`config.mk`:
```
export PLATFORM = sky130hd
export DESIGN_NAME = shift_right_seq
export DESIGN_NICKNAME = d
export VERILOG_FILES = /design/src/rtl/shift_right_seq.sv
export SDC_FILE = /design/constraint.sdc
export NUM_CORES = 1
export LEC_CHECK = 0
export ABC_AREA = 1
export BUFFER_PORTS_ARGS = -buffer_cell sky130_fd_sc_hd__buf_2
export CORE_MARGIN = 2
export CORE_UTILIZATION = 53
export DETAILED_ROUTE_END_ITERATION = 16
export GPL_TIMING_DRIVEN = 0
export PLACE_DENSITY = 0.76
export SYNTH_ARGS = -nofsm -noshare
export SYNTH_HDL_FRONTEND = slang
export SYNTH_SLANG_ARGS = --single-unit
```
`constraint.sdc`:
```
create_clock -name Clk -period 1.7 [get_ports Clk]
set_input_delay 0.255 -clock Clk [delete_from_list [all_inputs] [get_ports Clk]]
set_output_delay 0.255 -clock Clk [all_outputs]
set_load 0.01 [all_outputs]
```
`src/rtl/shift_right_seq.sv`:
```
// Multi-cycle right shifter (SRL/SRA/SRLV/SRAV): shifts up to STEP bits per cycle.
// Optional rotate-right support is enabled by defining SHIFT_RIGHT_SEQ_ROTATE_EN.
module shift_right_seq #(
  parameter int unsigned DATA_W  = 32,
  parameter int unsigned SHAMT_W = 5,
  parameter int unsigned STEP    = 1
) (
  input  logic               Clk,
  input  logic               Rst_n,
  input  logic               Start,
  input  logic [DATA_W-1:0]  Unshifted,
  input  logic [SHAMT_W-1:0] Shamt,
  input  logic               Arith,
`ifdef SHIFT_RIGHT_SEQ_ROTATE_EN
  input  logic               Rotate,
`endif
  output logic               Busy,
  output logic               Done,
  output logic [DATA_W-1:0]  Shifted
);

  localparam logic [SHAMT_W-1:0] STEP_AMT = SHAMT_W'(STEP);

  typedef enum logic [1:0] {
    ST_IDLE  = 2'd0,
    ST_SHIFT = 2'd1,
    ST_DONE  = 2'd2
  } state_e;

  state_e              state_q, state_d;
  logic [DATA_W-1:0]   work_q, work_d;
  logic [SHAMT_W-1:0]  cnt_q, cnt_d;
  logic                mode_q, mode_d;
  logic [DATA_W-1:0]   shifted_q, shifted_d;
  logic                busy_q, busy_d;
  logic                done_q, done_d;
  logic                rot_c;

  logic [SHAMT_W-1:0]  k_c;
  logic [DATA_W-1:0]   fill_mask_c;
  logic [DATA_W-1:0]   step_res_c;

`ifdef SHIFT_RIGHT_SEQ_ROTATE_EN
  logic rot_q, rot_d;
  assign rot_c = rot_q;

  always_ff @(posedge Clk or negedge Rst_n) begin
    if (!Rst_n) rot_q <= 1'b0;
    else        rot_q <= rot_d;
  end
`else
  assign rot_c = 1'b0;
`endif

  // Per-cycle step: k = min(STEP, cnt); vacated MSBs get the current MSB (sign) or zero.
  always_comb begin
    k_c         = (cnt_q < STEP_AMT) ? cnt_q : STEP_AMT;
    fill_mask_c = ~({DATA_W{1'b1}} >> k_c);
    if (rot_c)
      step_res_c = (work_q >> k_c) | (work_q << SHAMT_W'(DATA_W - 32'(k_c)));
    else if (mode_q && work_q[DATA_W-1])
      step_res_c = (work_q >> k_c) | fill_mask_c;
    else
      step_res_c = work_q >> k_c;
  end

  always_ff @(posedge Clk or negedge Rst_n) begin
    if (!Rst_n) begin
      state_q   <= ST_IDLE;
      work_q    <= '0;
      cnt_q     <= '0;
      mode_q    <= 1'b0;
      shifted_q <= '0;
      busy_q    <= 1'b0;
      done_q    <= 1'b0;
    end else begin
      state_q   <= state_d;
      work_q    <= work_d;
      cnt_q     <= cnt_d;
      mode_q    <= mode_d;
      shifted_q <= shifted_d;
      busy_q    <= busy_d;
      done_q    <= done_d;
    end
  end

  always_comb begin
    state_d   = state_q;
    work_d    = work_q;
    cnt_d     = cnt_q;
    mode_d    = mode_q;
    shifted_d = shifted_q;
`ifdef SHIFT_RIGHT_SEQ_ROTATE_EN
    rot_d     = rot_q;
`endif
    case (state_q)
      ST_IDLE, ST_DONE: begin
        if (Start) begin
          work_d  = Unshifted;
          cnt_d   = Shamt;
          mode_d  = Arith;
`ifdef SHIFT_RIGHT_SEQ_ROTATE_EN
          rot_d   = Rotate;
`endif
          state_d = ST_SHIFT;
        end else begin
          state_d = ST_IDLE;
        end
      end
      ST_SHIFT: begin
        if (cnt_q != '0) begin
          work_d = step_res_c;
          cnt_d  = cnt_q - k_c;
        end else begin
          shifted_d = work_q;
          state_d   = ST_DONE;
        end
      end
      default: state_d = ST_IDLE;
    endcase
    busy_d = (state_d == ST_SHIFT);
    done_d = (state_d == ST_DONE);
  end

  assign Busy    = busy_q;
  assign Done    = done_q;
  assign Shifted = shifted_q;

endmodule

```
==> results.yml <==
sta:
  setup_violations: 0
  fin_tns_setup_ns: 0
  post_route_fraction_of_the_period_consumed_by_the_critical_path: 0.904
  worstMarginPinSlew_ns: 0.472
  post_route_worst_hold_slack_ns: 0.103
  fmax_mhz: 651
  finalWorstSetupSlack_ns: 0.163
  grt_setup_unrepaired: "no"
  post-route-min-period_ns: 1.54
  relSlewSlack: 0.685
  timing_hold_violations_final: 0
  fin_skew_ns: 0.00752
  report.final.slew_viol_count: 0
cells_and_area:
  stdcell_area_um2: 4020
  area_growth_syn_to_layout_pct: 22.2
  final_core_utilization: 0.674
  nNetsFinal: 519
  layout.cells.non_filler: 557
  n_fill_cell: 506
  layout-drive-gt1-share: 0.247
  ant_diodes: 0
job:
  timing.max_cap.violations: 0
routing:
  vias: 2889
  drtPass1Iterations: 4
  drt_iter0_markers: 230
  total_routed_wirelength_um: 7450
  wl_per_cell_um: 13.4
  ant_nets: 0
  post_drt_via_cell_ratio: 5.19
  post-route-drc-count: 0
grt:
  grt_start_max_net_pins: 57
  gr-total-overflow: 0
  grt_usage: 0.240
  vias_in_the_first_global_route: 2641
  global_route_wire_length_before_repair_um: 12100
  antenna_found_initial: 0
placement:
  dpl_worst_slack_ns: 0.169
  instance_area_at_placement_um2: 3780
  io_buffer_count: 74
  dp_cells: 540
  gpl.final_weighted_congestion: 0.833
  detailed_place_hpwl_um: 5230
worst_setup_path:
  kind_of_end_point_of_the_critical_path: "flop"
  start_kind: "flop"
  category_of_the_critical_setup_timing_path: "flop to flop"
  required_ns: 1.93
  arr_time_crit_path_ns: 1.77
  crit_path_max_fanout: 10
floorplanning:
  num_io_pins: 75
  initial_standard_cell_utilization_of_the_core: 0.552
  core-area_um2: 5960
  die-height_um: 82.7
  floorplan.die_area_um2: 6850
  die_w_um: 82.7
  rows: 28
pwr:
  power_density_nw_per_um2: 1930
  vdd.ir_drop.worst_v: 0.000933
  seqPwrFrac: 0.390
  comb_power_share: 0.417
  cell_internal_pwr_mw: 4.60
  power_spent_charging_and_discharging_nets_mw: 3.17
  swShare: 0.408
  share_clk_of_total_power: 0.193
  leakage_nw: 2.16
  post-layout-total-power_mw: 7.77
clocking:
  clkSlewWorstSetupHoldPaths_ns: 0.08
  ctsHtreeMaxLevel: 3
  numCtsBuffers: 9
  clock_sink_count: 74
  clock_insertion_delay_worst_skew_ns: 0.34
  clock_tree.root_cell: "sky130_fd_sc_hd__clkbuf_8"
  cts_tree: "yes"
  clock_tree.buffer_depth: 2
status:
  outcome: "completed"
yosys:
  syn_nets: 432
  synth_seq_area_share: 0.564
  synth_cell_types: 18
  netlist_area_um2: 3290
  yosys_warnings: 0
  syn-mean-instance-area_um2: 8.42
  syn-instance-count: 390
  synth_seq_cells: 74
min_path:
  holdCritPathClass: "primary input to flop"
-- kinds of logic (layout without fill, tap and decap cells) --
| group | after synthesis | after routing | synth area share |
|---|---|---|---|
| compound gates | 21 | 21 | 0.0320 |
| fa+ha+maj | 1 | 1 | 0.00381 |
| buf+inv | 52 | 144 | 0.0743 |
| simple gates | 242 | 242 | 0.326 |
| flops | 74 | 74 | 0.564 |
-- flip-flops by register name, summed over array words and instances, names as in the netlist --
signal / cells
Done: 1
cnt_q: 5
mode_q: 1
Busy: 1
Shifted: 32
state_q: 2
work_q: 32
-- cell type report --
cell class / instances / area (um^2) / area share
clock buffers: 11 / 141 / 0.0352
clock inverters: 5 / 77.6 / 0.0193
plain buffers: 23 / 136 / 0.0340
inverters: 29 / 109 / 0.0271
multi-input cells: 264 / 1190 / 0.297
repair buffers: 76 / 410 / 0.102
flip-flops and latches: 74 / 1850 / 0.462
well taps: 75 / 93.8 / 0.0234
-- cells in the mapped netlist --
master | number | area [um^2]
sky130_fd_sc_hd__buf_2 | 9 | 45.0
sky130_fd_sc_hd__buf_6 | 5 | 56.3
sky130_fd_sc_hd__clkbuf_1 | 9 | 33.8
sky130_fd_sc_hd__dfrtp_1 | 74 | 1850
sky130_fd_sc_hd__ha_1 | 1 | 12.5
sky130_fd_sc_hd__inv_1 | 25 | 93.8
sky130_fd_sc_hd__inv_2 | 4 | 15.0
sky130_fd_sc_hd__nand2_1 | 160 | 601
sky130_fd_sc_hd__nand3_1 | 39 | 195
sky130_fd_sc_hd__nand3_4 | 1 | 17.5
sky130_fd_sc_hd__nand4_1 | 30 | 188
sky130_fd_sc_hd__nor2_1 | 5 | 18.8
sky130_fd_sc_hd__nor2_2 | 2 | 12.5
sky130_fd_sc_hd__nor2_4 | 2 | 22.5
sky130_fd_sc_hd__nor3_1 | 1 | 5.00
sky130_fd_sc_hd__o21ai_0 | 11 | 55.1
sky130_fd_sc_hd__o21ai_1 | 10 | 50.1
sky130_fd_sc_hd__or2_2 | 2 | 12.5
-- critical path, cell delays in order, from the launching register on --
cell and delay, ns:
sky130_fd_sc_hd__dfrtp_1 0.43, sky130_fd_sc_hd__nor2_2 0.19, sky130_fd_sc_hd__nand3_4 0.11, sky130_fd_sc_hd__nor2_4 0.20
sky130_fd_sc_hd__inv_2 0.08, sky130_fd_sc_hd__buf_6 0.15, sky130_fd_sc_hd__buf_6 0.14, sky130_fd_sc_hd__nand2_1 0.06
sky130_fd_sc_hd__nand2_1 0.05
-- cells in the final DEF (no fill, tap or decap), types with 2 or more instances in the layout --
cell type	count
sky130_fd_sc_hd__nand2_1	160
sky130_fd_sc_hd__buf_2	82
sky130_fd_sc_hd__dfrtp_1	72
sky130_fd_sc_hd__nand3_1	39
sky130_fd_sc_hd__nand4_1	30
sky130_fd_sc_hd__inv_1	25
sky130_fd_sc_hd__o21ai_0	11
sky130_fd_sc_hd__o21ai_1	10
sky130_fd_sc_hd__clkbuf_8	10
sky130_fd_sc_hd__clkbuf_1	9
sky130_fd_sc_hd__buf_6	5
sky130_fd_sc_hd__inv_2	4
sky130_fd_sc_hd__nor2_1	4
sky130_fd_sc_hd__nor2_2	3
sky130_fd_sc_hd__nor2_4	2
sky130_fd_sc_hd__or2_2	2
sky130_fd_sc_hd__clkinv_2	2
sky130_fd_sc_hd__bufinv_16	2
sky130_fd_sc_hd__dfrtp_2	2
-- worst paths after layout --
check	slack (ns)	endpoint	cells past startpoint	start
setup / recovery	0.16	Shifted[3]	8	cnt_q[4]
hold / removal	0.10	mode_q	3	Arith
setup reg to reg	0.16	Shifted[3]	8	cnt_q[4]
hold reg to reg	0.47	Shifted[8]	2	Shifted[8]
max in group asynchronous	0.83	Shifted[14]	3	Rst_n
min in group asynchronous	0.32	cnt_q[4]	2	Rst_n
-- power groups by stage --
stage | registers (mW) | clock network, mW | logic, mW
final | 3.03 | 1.50 | 3.24
after global routing | 3.12 | 1.60 | 3.75
after CTS | 3.01 | 1.53 | 3.28
after detailed placement | 3.04 | 0 | 3.25
after global placement | 3.01 | 0 | 3.15
after floorplan | 3.11 | 0 | 2.13
-- timing repair --
action | in CTS | in global routing
hold buffers | 1 | 0
hold endpoints to repair | 18 | 0
setup buffers | 0 | 0
gates resized for setup | 0 | 5
endpoints found under the setup margin | 0 | 7
-- metal layers --
layer / up-vias / global-route usage / routed length, um
met3: 9 / 0.0511 / 343
li1: 1437 / - / -
met4: 0 / 0.0803 / 93
met1: 1362 / 0.324 / 3410
met2: 81 / 0.385 / 3610
met5: - / 0 / 0
Note: power is estimated with default switching activity, not from simulation.
